===== config.mk =====
export PLATFORM = sky130hd
export DESIGN_NAME = dimmer_pwm
export DESIGN_NICKNAME = d
export VERILOG_FILES = /design/src/rtl/dimmer_pkg.sv /design/src/rtl/pwm_gen.sv /design/src/rtl/dimmer_pwm.sv
export SDC_FILE = /design/constraint.sdc
export NUM_CORES = 1
export LEC_CHECK = 0
export CAP_MARGIN = 25
export CORE_MARGIN = 1
export CORE_UTILIZATION = 45
export CTS_BUF_LIST = sky130_fd_sc_hd__clkbuf_4 sky130_fd_sc_hd__clkbuf_8
export DETAILED_ROUTE_END_ITERATION = 6
export PLACE_DENSITY = 0.72
export SLEW_MARGIN = 30
export SYNTH_ARGS = -nofsm -noshare
export SYNTH_HDL_FRONTEND = slang
export SYNTH_SLANG_ARGS = --single-unit

===== constraint.sdc =====
create_clock -name clk -period 2.8 [get_ports clk]
set_clock_uncertainty 0.2 [all_clocks]
set_input_delay 0.28 -clock clk [delete_from_list [all_inputs] [get_ports clk]]
set_output_delay 0.28 -clock clk [all_outputs]
set_load 0.005 [all_outputs]

===== src/rtl/dimmer_pkg.sv =====
// Shared types and defaults for the LED dimmer: FSM state encoding and brightness width.
package dimmer_pkg;

    localparam int unsigned LEVEL_BITS_DEF = 8;

    typedef enum logic [1:0] {
        OFF       = 2'd0,
        RAMP_UP   = 2'd1,
        ON        = 2'd2,
        RAMP_DOWN = 2'd3
    } state_e;

endpackage : dimmer_pkg


===== src/rtl/pwm_gen.sv =====
// Free-running PWM counter and comparator producing a registered LED drive from a brightness level.
module pwm_gen
    import dimmer_pkg::*;
#(
    parameter int unsigned LEVEL_BITS = LEVEL_BITS_DEF
) (
    input  logic                  clk,
    input  logic                  rst,
    input  logic [LEVEL_BITS-1:0] level,
    output logic                  pwm_out
);

    localparam logic [LEVEL_BITS-1:0] MAX_LEVEL = '1;

    logic [LEVEL_BITS-1:0] cnt_q;
    logic                  pwm_d;
    logic                  pwm_q;

    // Full scale forces a constant high; otherwise duty is level/2**LEVEL_BITS.
    assign pwm_d = (level == MAX_LEVEL) || (cnt_q < level);

    always_ff @(posedge clk or negedge rst) begin
        if (!rst) begin
            cnt_q <= '0;
            pwm_q <= 1'b0;
        end else begin
            cnt_q <= cnt_q + LEVEL_BITS'(1);
            pwm_q <= pwm_d;
        end
    end

    assign pwm_out = pwm_q;

endmodule : pwm_gen


===== src/rtl/dimmer_pwm.sv =====
// LED dimmer: synchronises the lamp request, ramps brightness one level per STEP_CYCLES and drives PWM.
module dimmer_pwm
    import dimmer_pkg::*;
#(
    parameter int unsigned STEP_CYCLES = 4,
    parameter int unsigned LEVEL_BITS  = LEVEL_BITS_DEF
) (
    input  logic                  clk,
    input  logic                  rst,
    input  logic                  saida,
    output logic                  pwm_out,
    output logic [LEVEL_BITS-1:0] level,
    output logic                  busy,
    output logic                  ramp_done
);

    localparam int unsigned CNT_W = (STEP_CYCLES > 1) ? $clog2(STEP_CYCLES) : 1;
    localparam logic [LEVEL_BITS-1:0] MAX_LEVEL = '1;
    localparam logic [CNT_W-1:0]      STEP_LAST = CNT_W'(STEP_CYCLES - 1);

    state_e                state_q, state_d;
    logic [LEVEL_BITS-1:0] level_q, level_d;
    logic [CNT_W-1:0]      step_q, step_d;
    logic                  sync1_q, req_s_q;
    logic                  busy_q, busy_d;
    logic                  done_q, done_d;
    logic                  step_hit;

    // Two-flop synchroniser for the asynchronous lamp request.
    always_ff @(posedge clk or negedge rst) begin
        if (!rst) begin
            sync1_q <= 1'b0;
            req_s_q <= 1'b0;
        end else begin
            sync1_q <= saida;
            req_s_q <= sync1_q;
        end
    end

    assign step_hit = (step_q == STEP_LAST);

    always_ff @(posedge clk or negedge rst) begin
        if (!rst) begin
            state_q <= OFF;
            level_q <= '0;
            step_q  <= '0;
            busy_q  <= 1'b0;
            done_q  <= 1'b0;
        end else begin
            state_q <= state_d;
            level_q <= level_d;
            step_q  <= step_d;
            busy_q  <= busy_d;
            done_q  <= done_d;
        end
    end

    // Next-state: a reversal takes priority over a step landing on the same cycle.
    always_comb begin
        state_d = state_q;
        level_d = level_q;
        step_d  = step_q;
        done_d  = 1'b0;
        case (state_q)
            OFF: begin
                level_d = '0;
                step_d  = '0;
                if (req_s_q) state_d = RAMP_UP;
            end
            RAMP_UP: begin
                if (!req_s_q) begin
                    state_d = RAMP_DOWN;
                    step_d  = '0;
                end else if (step_hit) begin
                    step_d = '0;
                    if (level_q != MAX_LEVEL) level_d = level_q + LEVEL_BITS'(1);
                    if (level_q >= MAX_LEVEL - LEVEL_BITS'(1)) begin
                        state_d = ON;
                        done_d  = 1'b1;
                    end
                end else begin
                    step_d = step_q + CNT_W'(1);
                end
            end
            ON: begin
                level_d = MAX_LEVEL;
                step_d  = '0;
                if (!req_s_q) state_d = RAMP_DOWN;
            end
            RAMP_DOWN: begin
                if (req_s_q) begin
                    state_d = RAMP_UP;
                    step_d  = '0;
                end else if (step_hit) begin
                    step_d = '0;
                    if (level_q != '0) level_d = level_q - LEVEL_BITS'(1);
                    if (level_q <= LEVEL_BITS'(1)) begin
                        state_d = OFF;
                        done_d  = 1'b1;
                    end
                end else begin
                    step_d = step_q + CNT_W'(1);
                end
            end
            default: state_d = OFF;
        endcase
        busy_d = (state_d == RAMP_UP) || (state_d == RAMP_DOWN);
    end

    pwm_gen #(
        .LEVEL_BITS(LEVEL_BITS)
    ) u_pwm_gen (
        .clk     (clk),
        .rst     (rst),
        .level   (level_q),
        .pwm_out (pwm_out)
    );

    assign level     = level_q;
    assign busy      = busy_q;
    assign ramp_done = done_q;

endmodule : dimmer_pwm


==> results.ini <==
[run_status]
run_status = completed

[floorplanning]
io_pins = 14
die_h_um = 63.2
core.rowCount = 21
floorplan.die.width_um = 63.2
core_area_mm2 = 0.00347
floorplan.die_area_mm2 = 0.00400
initial_cell_density_of_the_core_pct = 48.7

[sta]
fin_crit_sh_pct = 85.3
maxSlewHeadroom_pct = 49.5
fin_hold_ws_ns = 0.161
final-hold-violation-count = 0
worstMarginPinSlew_ns = 0.751
timing.final.max_slew_violations = 0
finalSetupTns_ns = 0
setup_violations = 0
max_clock_freq_mhz = 419
rsz0062_at_grt = no
final_period_minus_worst_setup_slack_ns = 2.39

[worst_setup_path]
reg2reg_depth = 7
critical_path.startpoint_type = register
worstReg2RegStart = level[0]$_DFFE_PN0P_
cp_data_arrival_time_ns = 2.39
critical-path-slowest-cell = dfrtp_1
critical_path.max_fanout = 12
criticalPathCategory = reg -> reg
worstSetupStartpoint = level[0]$_DFFE_PN0P_
worstPathCellList = inv_1 > ha_1 > or4bb_1 > o211a_4 > nor2_1 > or4_1 > a21oi_1
end_kind = register
cpPeakStageDelay_ns = 0.55
worst_ep_required_time_ns = 2.80

[final_layout]
insertedDiodeCount = 0
finalCoreUtilization_pct = 54.5
layout_common_cells = 25 x dfrtp_1, 14 x inv_1, 14 x ha_1
layout-area-overhead-vs-synth_pct = 12.1
final_layout_size_suffix_gt1_share_pct = 6.77
layout.cells.most_common = dfrtp_1
finalNonFillerCells = 238
finalNetCount = 210
num-fill-cells = 320

[detailed_routing]
wl_mm = 4.00
num_vias = 1498
drt-initial-drc-count = 130
routed_wl_per_cell_um = 16.8
number_of_nets_with_antenna_violations_after_detailed_routing = 0
drt_drc_violations_left = 0
detail_route.vias_per_cell = 6.29
drt_pre_antenna_iters = 4

[yosys]
synth_ff_type = dfrtp_1
synth_top_family_by_area = compound AO/OA/AOI/OAI gates
synth_enable_flop_cells = 0
yosys.area_share.xor_xnor_pct = 4.08
post_synth_num_cell_types = 47
post_synthesis_instance_area_mm2 = 0.00169
syn_nets = 201
asyncSetResetFlopFracSynth_pct = 100
syn_avg_cell_area_um2 = 9.17
synth_area_in_simple_gates_pct = 18.5
yosysSeqAreaShare_pct = 37.1
yosys_warnings = 0
complex_gate_fraction_of_the_synthesized_area_pct = 23.2
yosys.area_share.adder_pct = 10.4
postSynthCellCount = 184
post_synth_mux_area_share_pct = 0.593
synth.ff_latch_count = 25

[global_route]
grt_pass1_wl_mm = 6.73
first_global_vias = 1403
grt.total_usage_pct = 21.5
grt-ovfl-total = 0
largest_net_degree_at_the_start_of_global_routing = 26
initial_antenna_violation_count = 0

[clock_network]
cts.htree.levels = 1
clock_sink_count = 25
root_buffer = clkbuf_8
clock_tree.buffer_depth = 2
cts_resized = 0
post-cts-setup-buffers = 0
clk_latency_ns = 0.27
cts_buffers = 3
cts_hold_buf = 0
cts_tree = yes
worst_setup_hold_path_clk_slew_ns = 0.09

[placed_design]
io_buffer_count = 13
dp_hpwl_mm = 2.96
globalplace.congestion = 0.878
dp_cells = 234

[hold_path]
timing.hold.worst_path_depth = 0
min-delay-path-class = reg -> reg
hold_start = sync1_q$_DFF_PN0_

[power]
power_per_cell_area_mw_per_mm2 = 947
power.ir.vdd_worst_mv = 0.500
leakage_nw = 0.803

[run]
drv_cap = 0

==> worst max-delay path: cells and delay by family (launching register included) <==
family | cells | cell delay [ns]
AND/OR/NAND/NOR | 3 | 0.81
flip-flops | 1 | 0.55
AO/OA/AOI/OAI | 2 | 0.36
adder cells (fa/ha/maj) | 1 | 0.24
buffers and inverters | 1 | 0.16
==> power breakdown <==
group / internal [W] / leakage [nW] / switching, W
registers: 0.000457 / 0.303 / 0.000197
logic: 0.000415 / 0.475 / 0.000508
clock network: 0.0000996 / 0.0255 / 0.000116
==> through the flow <==
stage / setup slack (ns) / area, um^2 / total power, W
global route: 0.245 / 1890 / 0.00193
finish: 0.412 / 1890 / 0.00179
detailed placement: 0.425 / 1850 / 0.00156
global placement: 0.514 / 1850 / 0.00153
floorplan: 0.502 / 1690 / 0.00123
CTS: 0.408 / 1890 / 0.00178
==> flip-flops by register name, summed over array words and instances, names as in the netlist <==
name,flops
u_pwm_gen.pwm_out,1
level,8
sync1_q,1
req_s_q,1
busy,1
ramp_done,1
state_q,2
step_q,2
u_pwm_gen.cnt_q,8
==> final cells by class <==
cell class | count | area, um^2 | area share, %
inverters | 14 | 52.6 | 2.78
repair buffers | 16 | 153 | 8.07
flip-flops and latches | 25 | 626 | 33.1
multi-input cells | 133 | 957 | 50.6
clock buffers | 3 | 41.3 | 2.18
well taps | 46 | 57.6 | 3.04
clock inverters | 1 | 5.00 | 0.265
==> layer usage <==
metal | GRT usage (%) | up-vias | share of wire (%)
li1 | - | 699 | -
met1 | 29.8 | 729 | 44
met2 | 34.1 | 64 | 48
met3 | 2.54 | 6 | 7.6
met4 | 7.95 | 0 | 1.2
met5 | 0 | - | 0
==> cells in the mapped netlist, types with 3 or more instances <==
| cell type | instances | area share, % |
|---|---|---|
| a21oi_1 | 9 | 2.7 |
| a31oi_1 | 6 | 2.2 |
| and3_1 | 6 | 2.2 |
| clkbuf_1 | 11 | 2.4 |
| dfrtp_1 | 25 | 37 |
| ha_1 | 14 | 10 |
| inv_1 | 14 | 3.1 |
| nand2_1 | 10 | 2.2 |
| nand3_1 | 8 | 2.4 |
| nand4_1 | 3 | 1.1 |
| nor2_1 | 8 | 1.8 |
| nor3_1 | 4 | 1.2 |
| nor4_1 | 3 | 1.1 |
| o2111ai_1 | 3 | 1.6 |
| o21ai_0 | 13 | 3.9 |
| o22ai_1 | 4 | 1.5 |
| or4_1 | 3 | 1.3 |
| xnor2_1 | 4 | 2.1 |
==> worst paths after layout <==
kind                                        end  slack [ns]
setup / recovery           level[3]$_DFFE_PN0P_        0.41
min in group asynchronous  level[6]$_DFFE_PN0P_        0.17
hold reg to reg               req_s_q$_DFF_PN0_        0.16
setup reg to reg           level[3]$_DFFE_PN0P_        0.41
hold / removal                req_s_q$_DFF_PN0_        0.16
max in group asynchronous     sync1_q$_DFF_PN0_        1.99
==> kinds of logic after synthesis <==
| logic type | Yosys count |
|---|---|
| xor gates and xnor gates | 7 |
| adders and majority gates | 14 |
| muxes | 1 |
| and+or+nand+nor | 56 |
| DFF | 25 |
| AOI/OAI and AO/OA | 55 |
| buffers and inverters | 26 |
No activity file was read; power rests on OpenSTA's default activity.
